===== config.mk =====
export PLATFORM = sky130hd
export DESIGN_NAME = cmd_frame_ctrl
export DESIGN_NICKNAME = d
export VERILOG_FILES = /design/src/rtl/cmd_frame_ctrl.sv
export SDC_FILE = /design/constraint.sdc
export NUM_CORES = 1
export LEC_CHECK = 0
export BUFFER_PORTS_ARGS = -buffer_cell sky130_fd_sc_hd__buf_2
export CAP_MARGIN = 40
export CORE_MARGIN = 2
export CORE_UTILIZATION = 50
export DETAILED_ROUTE_END_ITERATION = 10
export GPL_TIMING_DRIVEN = 0
export HOLD_SLACK_MARGIN = 0.02
export PLACE_DENSITY = 0.76
export REMOVE_ABC_BUFFERS = 1
export SLEW_MARGIN = 40
export SYNTH_ARGS = -nofsm -noshare
export SYNTH_HDL_FRONTEND = slang
export SYNTH_SLANG_ARGS = --single-unit

===== constraint.sdc =====
create_clock -name clck -period 2.74 [get_ports clck]
set_clock_uncertainty 0.15 [all_clocks]
set_input_delay 0.548 -clock clck [delete_from_list [all_inputs] [get_ports clck]]
set_output_delay 0.548 -clock clck [all_outputs]
set_load 0.02 [all_outputs]

===== src/rtl/cmd_frame_ctrl.sv =====
// Command-frame controller: decodes UART command bytes into register-file
// writes/reads and ALU operations, and returns results over the UART TX path.
module cmd_frame_ctrl #(
  parameter int DATA_WIDTH = 8,
  parameter int ADDR_WIDTH = 4
) (
  input  logic                    clck,
  input  logic                    rst,
  input  logic [DATA_WIDTH-1:0]   rx_p_data,
  input  logic                    rx_d_vld,
  input  logic [DATA_WIDTH-1:0]   rf_rd_data,
  input  logic                    rf_rd_data_vld,
  input  logic [2*DATA_WIDTH-1:0] alu_out,
  input  logic                    alu_out_vld,
  input  logic                    tx_busy,
  output logic [ADDR_WIDTH-1:0]   rf_addr,
  output logic                    rf_wr_en,
  output logic                    rf_rd_en,
  output logic [DATA_WIDTH-1:0]   rf_wr_data,
  output logic [3:0]              alu_fun,
  output logic                    alu_en,
  output logic                    clk_gate_en,
  output logic [DATA_WIDTH-1:0]   tx_p_data,
  output logic                    tx_d_vld
);

  localparam logic [DATA_WIDTH-1:0] CMD_WR  = DATA_WIDTH'(8'hAA);
  localparam logic [DATA_WIDTH-1:0] CMD_RD  = DATA_WIDTH'(8'hBB);
  localparam logic [DATA_WIDTH-1:0] CMD_OPS = DATA_WIDTH'(8'hCC);
  localparam logic [DATA_WIDTH-1:0] CMD_FUN = DATA_WIDTH'(8'hDD);

  typedef enum logic [3:0] {
    IDLE, WR_ADDR, WR_DATA, RD_ADDR, RD_WAIT, OP_A, OP_B,
    ALU_FUN, ALU_WAIT, TX_RD, TX_LSB, TX_MSB
  } state_t;

  state_t                  state_reg, state_next;
  logic [ADDR_WIDTH-1:0]   addr_reg, addr_next;
  logic [DATA_WIDTH-1:0]   rd_data_reg, rd_data_next;
  logic [2*DATA_WIDTH-1:0] result_reg, result_next;
  logic [ADDR_WIDTH-1:0]   rf_addr_reg, rf_addr_next;
  logic                    rf_wr_en_reg, rf_wr_en_next;
  logic                    rf_rd_en_reg, rf_rd_en_next;
  logic [DATA_WIDTH-1:0]   rf_wr_data_reg, rf_wr_data_next;
  logic [3:0]              alu_fun_reg, alu_fun_next;
  logic                    alu_en_reg, alu_en_next;
  logic                    clk_gate_reg, clk_gate_next;
  logic [DATA_WIDTH-1:0]   tx_data_reg, tx_data_next;
  logic                    tx_vld_reg, tx_vld_next;

  // Byte to send and successor state for whichever TX state is active.
  logic [DATA_WIDTH-1:0] tx_byte;
  state_t                tx_after;

  always_comb begin
    tx_byte  = rd_data_reg;
    tx_after = IDLE;
    case (state_reg)
      TX_LSB: begin
        tx_byte  = result_reg[DATA_WIDTH-1:0];
        tx_after = TX_MSB;
      end
      TX_MSB: tx_byte = result_reg[2*DATA_WIDTH-1:DATA_WIDTH];
      default: ;
    endcase
  end

  always_comb begin
    state_next      = state_reg;
    addr_next       = addr_reg;
    rd_data_next    = rd_data_reg;
    result_next     = result_reg;
    rf_addr_next    = rf_addr_reg;
    rf_wr_en_next   = 1'b0;
    rf_rd_en_next   = 1'b0;
    rf_wr_data_next = rf_wr_data_reg;
    alu_fun_next    = alu_fun_reg;
    alu_en_next     = 1'b0;
    clk_gate_next   = clk_gate_reg;
    tx_data_next    = tx_data_reg;
    tx_vld_next     = tx_vld_reg;
    case (state_reg)
      IDLE: if (rx_d_vld) begin
        if (rx_p_data == CMD_WR)       state_next = WR_ADDR;
        else if (rx_p_data == CMD_RD)  state_next = RD_ADDR;
        else if (rx_p_data == CMD_OPS) state_next = OP_A;
        else if (rx_p_data == CMD_FUN) state_next = ALU_FUN;
      end
      WR_ADDR: if (rx_d_vld) begin
        addr_next  = rx_p_data[ADDR_WIDTH-1:0];
        state_next = WR_DATA;
      end
      WR_DATA: if (rx_d_vld) begin
        rf_wr_en_next   = 1'b1;
        rf_addr_next    = addr_reg;
        rf_wr_data_next = rx_p_data;
        state_next      = IDLE;
      end
      RD_ADDR: if (rx_d_vld) begin
        rf_rd_en_next = 1'b1;
        addr_next     = rx_p_data[ADDR_WIDTH-1:0];
        rf_addr_next  = rx_p_data[ADDR_WIDTH-1:0];
        state_next    = RD_WAIT;
      end
      RD_WAIT: if (rf_rd_data_vld) begin
        rd_data_next = rf_rd_data;
        state_next   = TX_RD;
      end
      OP_A, OP_B: if (rx_d_vld) begin
        rf_wr_en_next   = 1'b1;
        rf_addr_next    = (state_reg == OP_A) ? '0 : ADDR_WIDTH'(1);
        rf_wr_data_next = rx_p_data;
        state_next      = (state_reg == OP_A) ? OP_B : ALU_FUN;
      end
      ALU_FUN: if (rx_d_vld) begin
        alu_fun_next  = rx_p_data[3:0];
        alu_en_next   = 1'b1;
        clk_gate_next = 1'b1;
        state_next    = ALU_WAIT;
      end
      // Gate stays open through the alu_out_vld cycle and closes one cycle later.
      ALU_WAIT: if (alu_out_vld) begin
        result_next   = alu_out;
        clk_gate_next = 1'b0;
        state_next    = TX_LSB;
      end
      TX_RD, TX_LSB, TX_MSB: begin
        if (!tx_vld_reg) begin
          if (!tx_busy) begin
            tx_vld_next  = 1'b1;
            tx_data_next = tx_byte;
          end
        end else if (tx_busy) begin
          tx_vld_next = 1'b0;
          state_next  = tx_after;
        end
      end
      default: state_next = IDLE;
    endcase
  end

  always_ff @(posedge clck) begin
    if (rst) begin
      state_reg      <= IDLE;
      addr_reg       <= '0;
      rd_data_reg    <= '0;
      result_reg     <= '0;
      rf_addr_reg    <= '0;
      rf_wr_en_reg   <= 1'b0;
      rf_rd_en_reg   <= 1'b0;
      rf_wr_data_reg <= '0;
      alu_fun_reg    <= '0;
      alu_en_reg     <= 1'b0;
      clk_gate_reg   <= 1'b0;
      tx_data_reg    <= '0;
      tx_vld_reg     <= 1'b0;
    end else begin
      state_reg      <= state_next;
      addr_reg       <= addr_next;
      rd_data_reg    <= rd_data_next;
      result_reg     <= result_next;
      rf_addr_reg    <= rf_addr_next;
      rf_wr_en_reg   <= rf_wr_en_next;
      rf_rd_en_reg   <= rf_rd_en_next;
      rf_wr_data_reg <= rf_wr_data_next;
      alu_fun_reg    <= alu_fun_next;
      alu_en_reg     <= alu_en_next;
      clk_gate_reg   <= clk_gate_next;
      tx_data_reg    <= tx_data_next;
      tx_vld_reg     <= tx_vld_next;
    end
  end

  assign rf_addr     = rf_addr_reg;
  assign rf_wr_en    = rf_wr_en_reg;
  assign rf_rd_en    = rf_rd_en_reg;
  assign rf_wr_data  = rf_wr_data_reg;
  assign alu_fun     = alu_fun_reg;
  assign alu_en      = alu_en_reg;
  assign clk_gate_en = clk_gate_reg;
  assign tx_p_data   = tx_data_reg;
  assign tx_d_vld    = tx_vld_reg;

endmodule

After elaboration in Yosys (flattened, before gate mapping):

Index checks and enable logic that the tools add are counted.

* flip-flop bits (word level): 61
* output and inout port bits: 29

* eq/ne operators: 26
* muxes and demuxes: 28
* bitwise operators: 5
* reduce and logical (&&, ||, !) cells: 19

Operators by type and width (number)
* 4-bit two-way mux: 18
* 4-bit case mux with 9 select lines: 1
* 8-bit == test (second input constant): 4
* 2-bit != test (second input constant): 10
* 4-bit by 3-bit == test with 1-bit output (second input constant): 4
* 4-bit == test (second input constant): 4
* 8-bit case mux with 2 select lines: 1
* 4-bit case mux with 3 select lines: 1
* 11-bit AND reduction: 1
* 2-bit AND reduction: 5
* 2-bit OR reduction: 5
* 4-bit by 2-bit == test with 1-bit output (second input constant): 2
* 1-bit two-way mux: 6
* 3-bit AND reduction: 2
* 3-bit OR reduction: 2
* 5-bit != test (second input constant): 1
* 1-bit NOT: 5
* 4-bit by 1-bit == test with 1-bit output (second input constant): 1
* 4-bit logical NOT: 1
* 4-bit AND reduction: 1
* 3-bit nonzero test: 1
* 1-bit case mux with 2 select lines: 1
* 2-bit nonzero test: 1

Logic depth before layout (Yosys ltp):

Gate-level depths: netlist of run 1.

* depth in word-level cells: 7
* depth in mapped cells: 8

Worst setup path before layout of run 1:

OpenSTA, ideal clock, no wires.

* path type: in2reg
* start point: input port rx_p_data[5]
* end point: register state_reg[0]
* arrival time: 1820 ps
* data required time: 2520 ps
* path slack: 700 ps
* stages: 5
* path through: nand4bb_1 -> a211o_1 -> a32o_1 -> or4_1 -> a21oi_1

* longest elaborated chain between the ends: 6
* elaborated cells on any way between the ends: 11

Ends and longest elaborated chain
* start: declaration: RTL line 9 `input logic [DATA_WIDTH-1:0] rx_p_data,`
* 8-bit == test: RTL line 86 `else if (rx_p_data == CMD_OPS) state_next = OP_A;`
* 4-bit two-way mux: RTL line 86
* 4-bit two-way mux: RTL line 85 `else if (rx_p_data == CMD_RD) state_next = RD_ADDR;`
* 4-bit two-way mux: RTL line 84 `if (rx_p_data == CMD_WR) state_next = WR_ADDR;`
* 4-bit two-way mux: RTL line 83 `IDLE: if (rx_d_vld) begin`
* 4-bit case mux with 9 select lines: RTL line 82 `case (state_reg)`
* end signal: assignment: RTL line 158 `state_reg <= state_next;`
* end: declaration: RTL line 37 `state_t state_reg, state_next;`

Several ways; a longest one is shown, not always the timed one. The select of a mux whose other input is x is not followed.
A chain may end at the register's enable or synchronous reset.

Final worst setup path of run 1:

* start point: register state_reg[2]
* end point: register rd_data_reg[7]

* longest elaborated chain between the ends: 2

Ends and longest elaborated chain
* 4-bit by 3-bit == test with 1-bit output: RTL line 82
* 2-bit AND reduction (no source line)
* end signal: assignment: RTL line 160 `rd_data_reg <= rd_data_next;`
* end: declaration: RTL line 39 `logic [DATA_WIDTH-1:0] rd_data_reg, rd_data_next;`

Every way passes these cells.

==> results of run 1 <==
-- routing by layer --
metal / vias to the layer above / track usage (%) / share of wire (%)
met1: 1049 / 27.21 / 48
met4: 0 / 8.036 / 1.6
met3: 9 / 5.698 / 4.5
li1: 1177 / - / -
met2: 49 / 29.40 / 46
met5: - / 0 / 0
-- cell families (layout without fill, tap and decap cells) --
family          count (synthesis)  count (layout)
mux                            35              35
simple gates                  118             118
flops                          61              61
compound gates                 67              67
xor+xnor                        2               2
buf+inv                        25              83
-- cell type report --
type	instances	area, um^2	share of cell area, %
multi-input cells	222	1338	42.10
flip-flops and latches	61	1222	38.48
repair buffers	66	332.8	10.48
clock buffers	12	145.1	4.569
well taps	70	87.58	2.757
clock inverters	4	47.55	1.497
inverters	1	3.754	0.1182
-- worst register-to-register path, cell delays in order, from the launching register on --
cell      delay [ns]
dfxtp_1         0.72
nand2b_1        0.24
or4b_1          0.80
mux2i_1         0.25
nor2_1          0.06
-- cells in the final DEF (no fill, tap or decap), types with 2 or more instances in the layout --
| cell | synthesis | final |
|---|---|---|
| a22oi_1 | 5 | 5 |
| nand3_1 | 2 | 2 |
| nor2_1 | 52 | 51 |
| a21oi_1 | 30 | 30 |
| clkbuf_1 | 13 | 2 |
| buf_2 | 3 | 65 |
| dfxtp_1 | 61 | 60 |
| nand2b_1 | 3 | 3 |
| nand4bb_1 | 2 | 2 |
| o2bb2ai_1 | 3 | 3 |
| nor4_1 | 2 | 2 |
| or4_1 | 2 | 2 |
| a211oi_1 | 10 | 10 |
| a31oi_1 | 2 | 2 |
| mux2i_1 | 35 | 35 |
| o21ai_0 | 3 | 3 |
| clkinv_2 | 0 | 2 |
| nand2_1 | 37 | 37 |
| clkbuf_8 | 2 | 10 |
| and3b_1 | 2 | 2 |
| o21ai_1 | 3 | 3 |
| and3_1 | 2 | 2 |
| nor2b_1 | 5 | 5 |
-- power by group through the flow --
stage	sequential [mW]	clock (mW)	combinational [mW]
CTS	1.02	0.789	0.378
detailed placement	1.04	0	0.377
finish	1.02	0.778	0.377
global route	1.03	0.831	0.422
global placement	1.03	0	0.367
floorplan	1.03	0	0.255
-- worst max-delay path by stage --
stage / endpoint / startpoint / slack (ns) / cells after the start
finish: rd_data_reg[7]$_SDFFE_PP0P_ / state_reg[2]$_SDFFE_PP0P_ / 0.39 / 4
global route: rd_data_reg[3]$_SDFFE_PP0P_ / state_reg[2]$_SDFFE_PP0P_ / 0.28 / 4
CTS: rd_data_reg[7]$_SDFFE_PP0P_ / state_reg[2]$_SDFFE_PP0P_ / 0.40 / 4
detailed placement: state_reg[0]$_SDFFE_PP0P_ / rx_p_data[1] / 0.39 / 6
global placement: tx_p_data[4]$_SDFFE_PP0P_ / state_reg[0]$_SDFFE_PP0P_ / 0.27 / 5
floorplan: state_reg[0]$_SDFFE_PP0P_ / state_reg[0]$_SDFFE_PP0P_ / 0.59 / 5
==> flow_summary.yaml, run 1 <==
status:
  status: "finished clean"
critical_path:
  crit_path_cell_trace: "nand2b_1 > or4b_1 > mux2i_1 > nor2_1"
  critPathTopFamily: "simple AND/OR/NAND/NOR gates"
  slowest_stage: "or4b_1"
  cp-start-kind: "flop"
  path_max_fanout: 20
  max_stage_delay_ns: 0.80
  r2r-start: "state_reg[2]$_SDFFE_PP0P_"
  critical_path_class: "flop to flop"
  arrival_ns: 2.40
  worst_r2r_endpoint: "rd_data_reg[7]$_SDFFE_PP0P_"
  worst_ep_required_time_ns: 2.79
  r2r_cells: 4
  setup.worst_path.end_class: "flop"
  cp_num_buf_inv: 0
  reg2reg_slack_ns: 0.39
cells_and_area:
  drive_gt1_share_pct: 23.22
  final_cell_area_mm2: 0.003177
  antenna_cells: 0
  fin_util_pct: 61.42
  layoutNonFillerInstCount: 436
  num-nets-final: 399
  syn_to_final_growth_pct: 17.11
  largest_reg_flops: 16
  nFillCells: 461
detailed_routing:
  num_vias: 2284
  routed_wl_um: 5812
  drc: 0
  wire_per_inst_um: 13.33
  drt_iter0_drc: 184
  dr.pass1.iters: 4
  viasPerCell: 5.239
  postRouteAntennaNets: 0
floorplanning:
  row_count: 26
  core_mm2: 0.005172
  io_pins: 67
  fp.dieH_um: 77.66
  start_util_pct: 52.44
  die_width_um: 77.66
  die_area_mm2: 0.006030
timing:
  worst_pin_slew_ns: 0.6376
  setup_ws_ns: 0.3904
  rsz0062_at_grt: "no"
  fin_crit_ns: 2.350
  hold_slack_ns: 0.2861
  setup_tns_ns: 0
  maxSlewViolCount: 0
  hold_viol: 0
  finalSetupViolCount: 0
  fmax_mhz: 425.6
  timing.final.crit_share_pct: 85.75
  max_slew_margin_pct: 57.44
clocking:
  cts_hold_buf: 0
  numCtsBuffers: 9
  post_cts_buffers: 0
  cts_max_level: 3
  cts_tree: "built"
  cts_resized: 0
  root_buffer: "clkbuf_8"
  cts.path.max_buffers: 2
  clock_latency_ns: 0.33
  path_clk_slew_ns: 0.07
  clkSinkCount: 61
pwr:
  power_density_mw_per_mm2: 685.0
  pwr-share-seq_pct: 46.9
  p_leak_nw: 1.349
  p_comb_share_pct: 17.3
  intPower_mw: 1.549
  p_total_mw: 2.176
  ir_drop_uv: 452.9
  power_frac_clock_pct: 35.8
  switching_share_pct: 28.83
  p_sw_mw: 0.6272
synthesis:
  seq_area_frac_synth_pct: 45.02
  synth-simple-area-share_pct: 20.06
  muxShareOfSynthArea_pct: 12.92
  synth_ff_type: "dfxtp_1"
  synth-edff-count: 0
  synth_xor_area_share_pct: 0.6458
  ys_warn_count: 0
  synthesis.instances: 308
  avgSynthCellArea_um2: 8.807
  synth.top_cell.area_share_pct: 45.02
  yosys.cell_count.top_type: "dfxtp_1"
  ys_seq_elements: 61
  netlist_area_mm2: 0.002713
  synth-async-reset-ratio_pct: 0
  synth_top_family_by_area: "simple AND/OR/NAND/NOR gates"
  synth_area_leader_cell: "dfxtp_1"
  synth_compound_area_share_pct: 15.59
  synth.area.top_cells: "dfxtp_1 45%, mux2i_1 13%, nor2_1 7.2%, a21oi_1 5.5%, nand2_1 5.1%"
  ys_top_cells_by_count: "61 x dfxtp_1, 52 x nor2_1, 37 x nand2_1, 35 x mux2i_1, 30 x a21oi_1"
  synth_cell_type_count: 48
  synthAdderAreaFrac_pct: 0
worst_hold_path:
  hold_depth: 2
  holdPathEnd: "tx_d_vld$_SDFFE_PP0P_"
  hold_start: "tx_busy"
  hold_class: "input pin to flop"
global_route:
  grt_antenna_before_repair: 0
  grt_max_degree: 62
  grt_overflow: 0
  grtUsageTotal_pct: 19.88
  grt_pass1_vias: 2073
  grt_pass1_wl_um: 9611
place:
  dp_hpwl_um: 3986
  portBuffers: 66
  pre_cts_ws_ns: 0.3865
  dp_cells: 420
  placed_cell_area_mm2: 0.002984
  gp_congestion: 0.8321
flow_run:
  cap_violations: 0
(Power assumes the default switching activity.)
==> run 2: changes to the inputs <==
--- a/config.mk
+++ b/config.mk
@@ -6,9 +6,9 @@
 export NUM_CORES = 1
 export LEC_CHECK = 0
 export BUFFER_PORTS_ARGS = -buffer_cell sky130_fd_sc_hd__buf_2
-export CAP_MARGIN = 40
+export CAP_MARGIN = 10
 export CORE_MARGIN = 2
-export CORE_UTILIZATION = 50
+export CORE_UTILIZATION = 48
 export DETAILED_ROUTE_END_ITERATION = 10
 export GPL_TIMING_DRIVEN = 0
 export HOLD_SLACK_MARGIN = 0.02
==> constraint.sdc (replaced) <==
create_clock -name clck -period 1.9 [get_ports clck]
set_clock_uncertainty 0.15 [all_clocks]
set_input_delay 0.38 -clock clck [delete_from_list [all_inputs] [get_ports clck]]
set_output_delay 0.38 -clock clck [all_outputs]
set_load 0.02 [all_outputs]
==> flow_summary.yaml, run 2 (synthesis results as in run 1) <==
timing:
  worst_pin_slew_ns: 0.6466
  timing.final.crit_share_pct: 97.03
  finalSetupViolCount: 0
  setup_ws_ns: 0.05643
  max_slew_margin_pct: 56.85
  maxSlewViolCount: 0
  hold_viol: 0
  fin_crit_ns: 1.844
  fmax_mhz: 542.4
detailed_routing:
  postRouteAntennaNets: 0
  drc: 0
  dr.pass1.iters: 4
  wire_per_inst_um: 13.63
  drt_iter0_drc: 228
  num_vias: 2291
  routed_wl_um: 6053
  viasPerCell: 5.160
pwr:
  intPower_mw: 2.363
  pwr-share-seq_pct: 43.7
  ir_drop_uv: 485.1
  power_frac_clock_pct: 36.2
  p_leak_nw: 1.405
  switching_share_pct: 28.17
  p_sw_mw: 0.9269
  p_comb_share_pct: 20.1
  power_density_mw_per_mm2: 1003
clocking:
  cts_tree: "built"
  cts.path.max_buffers: 2
  cts_max_level: 3
  cts_hold_buf: 0
  path_clk_slew_ns: 0.07
  numCtsBuffers: 9
  clock_latency_ns: 0.32
  clkSinkCount: 61
  root_buffer: "clkbuf_8"
place:
  dp_hpwl_um: 3897
  gp_congestion: 0.8141
  portBuffers: 66
  pre_cts_ws_ns: -0.4045
cells_and_area:
  fin_util_pct: 59.95
  nFillCells: 535
  final_common_cell: "buf_2"
  num-nets-final: 405
  syn_to_final_growth_pct: 20.94
  largest_reg_flops: 16
  drive_gt1_share_pct: 26.88
  final_cell_mix: "65 x buf_2, 57 x dfxtp_1, 51 x nor2_1, 37 x nand2_1, 35 x mux2i_1"
  antenna_cells: 0
floorplanning:
  die_width_um: 79.18
  core_mm2: 0.005473
  start_util_pct: 49.57
  io_pins: 67
  row_count: 27
  fp.dieH_um: 79.18
  die_area_mm2: 0.006269
critical_path:
  worst_ep_required_time_ns: 2.00
  arrival_ns: 1.94
  crit_path_cell_trace: "buf_2 > nand4bb_1 > a211o_1 > a32o_1 > or4_1 > a21oi_1"
  slowest_stage: "or4_1"
  reg2reg_slack_ns: 0.08
  critical_path_class: "input pin to flop"
  critPathTopFamily: "compound AO/OA/AOI/OAI gates"
  cp-start-kind: "input pin"
  cp_num_buf_inv: 1
  max_stage_delay_ns: 0.48
  path_max_fanout: 6
  setup.worst_path.end_class: "flop"
status:
  status: "finished clean"
global_route:
  grt_antenna_before_repair: 0
  grt_pass1_vias: 2155
  grtUsageTotal_pct: 20.30
  grt_max_degree: 62
  grt_pass1_wl_um: 10030
  grt_overflow: 0
flow_run:
  cap_violations: 0
worst_hold_path:
  hold_class: "input pin to flop"
[run 2: power by group through the flow]
stage	Clock [mW]	Combinational, mW	Sequential (mW)
after floorplan	0	0.367	1.49
after global placement	0	0.530	1.49
after detailed placement	0	0.541	1.50
after CTS	1.21	0.583	1.45
after global routing	1.25	0.730	1.45
final	1.19	0.662	1.44
[run 2: final cells by class]
class	instances	area (um^2)	area share [%]
Inverter	1	3.754	0.1144
Tap cell	72	90.09	2.746
Sequential cell	61	1236	37.68
Timing Repair Buffer	72	385.4	11.75
Clock buffer	13	168.9	5.149
Multi-Input combinational cell	222	1354	41.27
Clock inverter	3	42.54	1.297
[run 2: path summary, 6_finish.rpt]
path                                     from                     endpoint  cells after the start
setup / recovery                 rx_p_data[1]    state_reg[0]$_SDFFE_PP0P_                      6
hold reg to reg   result_reg[10]$_SDFFE_PP0P_  result_reg[10]$_SDFFE_PP0P_                      2
hold / removal                  rf_rd_data[4]  rd_data_reg[4]$_SDFFE_PP0P_                      3
setup reg to reg    state_reg[0]$_SDFFE_PP0P_    state_reg[0]$_SDFFE_PP0P_                      6
[run 2: routing by layer]
layer  up-vias  track usage [%]  share of wire, %
met2        54            30.51                47
met1      1034            27.54                47
met3         5            4.659               5.1
met5         -                0                 0
li1       1198                -                 -
met4         0            9.655              0.94
[run 2: timing repair]
| item | CTS | global route |
|---|---|---|
| endpoints found under the setup margin | 45 | 28 |
| resized for setup | 7 | 6 |
| pin swaps | 0 | 1 |
| cloned | 0 | 0 |
| buffers inserted | 1 | 5 |
[run 2: metrics by stage]
| step | hold WS [ns] | power, mW | std cells | area (um^2) | setup TNS, ns |
|---|---|---|---|---|---|
| final | 0.1328 | 3.290 | 444 | 3281 | 0 |
| after global routing | 0.1248 | 3.433 | 444 | 3281 | -0.01252 |
| after CTS | 0.1180 | 3.244 | 439 | 3226 | 0 |
| after detailed placement | 0.2977 | 2.037 | 422 | 2987 | -7.131 |
| after global placement | 0.2914 | 2.022 | 422 | 2980 | -25.14 |
| after floorplan | 0.2796 | 1.857 | 284 | 2560 | -4.399 |
[run 2: worst register-to-register path: stages (launching register included)]
cell,delay [ns]
dfxtp_4,0.38
buf_8,0.16
nor3b_2,0.15
a21oi_1,0.10
and2_4,0.17
or4_1,0.51
a21oi_1,0.13
==> run 3: changes to the inputs <==
--- a/config.mk
+++ b/config.mk
@@ -5,14 +5,15 @@
 export SDC_FILE = /design/constraint.sdc
 export NUM_CORES = 1
 export LEC_CHECK = 0
+export ABC_AREA = 1
 export BUFFER_PORTS_ARGS = -buffer_cell sky130_fd_sc_hd__buf_2
 export CAP_MARGIN = 10
 export CORE_MARGIN = 2
-export CORE_UTILIZATION = 48
+export CORE_UTILIZATION = 47
 export DETAILED_ROUTE_END_ITERATION = 10
 export GPL_TIMING_DRIVEN = 0
 export HOLD_SLACK_MARGIN = 0.02
-export PLACE_DENSITY = 0.76
+export PLACE_DENSITY = 0.75
 export REMOVE_ABC_BUFFERS = 1
 export SLEW_MARGIN = 40
 export SYNTH_ARGS = -nofsm -noshare
==> constraint.sdc (replaced) <==
create_clock -name clck -period 1.9 [get_ports clck]
set_clock_uncertainty 0.15 [all_clocks]
set_input_delay 0.095 -clock clck [delete_from_list [all_inputs] [get_ports clck]]
set_output_delay 0.095 -clock clck [all_outputs]
set_load 0.02 [all_outputs]
==> flow_summary.yaml, run 3 <==
cells_and_area:
  num-nets-final: 498
  drive_gt1_share_pct: 22.58
  fin_util_pct: 66.83
  antenna_cells: 0
  final_cell_mix: "66 x buf_2, 65 x nand2_1, 61 x dfxtp_1, 44 x inv_1, 44 x a21oi_1"
  syn_to_final_growth_pct: 39.46
  largest_reg_flops: 16
  final_common_cell: "buf_2"
timing:
  setup_ws_ns: 0.1171
  rsz0062_at_grt: "yes"
  fmax_mhz: 560.9
  worst_pin_slew_ns: 0.6823
  finalSetupViolCount: 0
  fin_crit_ns: 1.783
  timing.final.crit_share_pct: 93.84
  max_slew_margin_pct: 54.45
  hold_slack_ns: 0.1160
  hold_viol: 0
  maxSlewViolCount: 0
synthesis:
  synth_area_leader_cell: "dfxtp_1"
  seq_area_frac_synth_pct: 46.86
  synth.area.top_cells: "dfxtp_1 47%, nand2_1 9.4%, a21oi_1 8.4%, o21ai_0 7.7%, inv_1 6.5%"
  synth-async-reset-ratio_pct: 0
  synth-edff-count: 0
  netlist_area_mm2: 0.002606
  synth_cell_type_count: 25
  synth.top_cell.area_share_pct: 46.86
  avgSynthCellArea_um2: 7.321
  ys_top_cells_by_count: "65 x nand2_1, 61 x dfxtp_1, 45 x inv_1, 44 x a21oi_1, 40 x o21ai_0"
  synthesis.instances: 356
  ys_seq_elements: 61
  synth_ff_type: "dfxtp_1"
  yosys.cell_count.top_type: "nand2_1"
  ys_warn_count: 0
critical_path:
  path_max_fanout: 8
  worst_ep_required_time_ns: 2.01
  critical_path_class: "flop to flop"
  arrival_ns: 1.90
  cp-start-kind: "flop"
  setup.worst_path.end_class: "flop"
place:
  gp_congestion: 0.8357
  pre_cts_ws_ns: -0.05051
  dp_hpwl_um: 4243
  portBuffers: 66
clocking:
  clock_latency_ns: 0.34
  cts_tree: "built"
  cts.path.max_buffers: 2
  numCtsBuffers: 9
  root_buffer: "clkbuf_8"
  clkSinkCount: 61
  cts_max_level: 3
  path_clk_slew_ns: 0.07
detailed_routing:
  drc: 0
  viasPerCell: 4.974
  wire_per_inst_um: 12.67
  routed_wl_um: 6804
  postRouteAntennaNets: 0
  num_vias: 2671
  dr.pass1.iters: 4
  drt_iter0_drc: 98
pwr:
  ir_drop_uv: 692.4
  power_density_mw_per_mm2: 1158
  p_leak_nw: 1.579
status:
  status: "finished clean"
floorplanning:
  core_mm2: 0.005439
  io_pins: 67
  row_count: 27
  die_width_um: 78.47
  die_area_mm2: 0.006157
  start_util_pct: 47.92
  fp.dieH_um: 78.47
global_route:
  grt_pass1_wl_um: 11450
  grt_pass1_vias: 2563
  grt_antenna_before_repair: 0
  grt_overflow: 0
  grtUsageTotal_pct: 23.88
  grt_max_degree: 49
worst_hold_path:
  hold_class: "input pin to flop"
flow_run:
  cap_violations: 0
-- run 3: final cells by class --
cell class / instances / area (um^2)
multi-input cells: 234 / 1170
flip-flops and latches: 61 / 1221
well taps: 72 / 90.09
clock inverters: 3 / 65.06
repair buffers: 105 / 725.7
clock buffers: 13 / 178.9
fillers: 472 / 1804
inverters: 49 / 183.9
-- run 3: worst paths after layout --
| path | cells after the start | end | slack [ns] | start |
|---|---|---|---|---|
| max | 6 | alu_fun[1]$_SDFFE_PP0P_ | 0.12 | state_reg[1]$_SDFFE_PP0P_ |
| min | 3 | result_reg[0]$_SDFFE_PP0P_ | 0.12 | alu_out_vld |
| max reg2reg | 6 | alu_fun[1]$_SDFFE_PP0P_ | 0.12 | state_reg[1]$_SDFFE_PP0P_ |
| min reg2reg | 2 | result_reg[6]$_SDFFE_PP0P_ | 0.31 | result_reg[6]$_SDFFE_PP0P_ |
-- run 3: report_power, final --
group	total (mW)	switching [mW]	internal, mW
registers	1.63	0.134	1.50
logic	1.19	0.749	0.445
clock network	1.38	0.502	0.880
total	4.21	1.39	2.82
-- run 3: cells by family after synthesis --
group	synth area share, %
and+or+nand+nor	19.59
AOI/OAI and AO/OA	24.34
DFF	46.86
buffers and inverters	9.217
-- run 3: through the flow --
stage | instance area [um^2] | instances | power (mW) | TNS (ns)
after detailed placement | 2975 | 482 | 2.728 | -0.2831
after floorplan | 2550 | 344 | 2.415 | 0
final | 3635 | 537 | 4.209 | 0
after CTS | 3587 | 534 | 4.177 | 0
after global placement | 2970 | 482 | 2.707 | -6.281
after global routing | 3635 | 537 | 4.470 | -0.1116
-- run 3: layer usage --
metal  global-route usage, %  share of wire, %  vias to the layer above
met2                   41.55                48                       68
met3                   6.552               5.2                       10
met5                       0                 0                        -
met1                   27.00                45                     1205
li1                        -                 -                     1388
met4                   11.40               1.8                        0
-- run 3: what timing repair did --
action	4_1_cts	5_1_grt
pin swaps	0	2
endpoints found under the hold margin	44	0
endpoints found under the setup margin	14	17
hold buffers	36	0
resized for setup	1	2
setup buffers	0	3
-- run 3: critical path: stages, from the launching register on --
cell and delay, ns:
dfxtp_1 0.50, nand2_1 0.16, nor2_1 0.18, nand2_1 0.14, inv_1 0.22, o21ai_0 0.15
a21oi_1 0.21
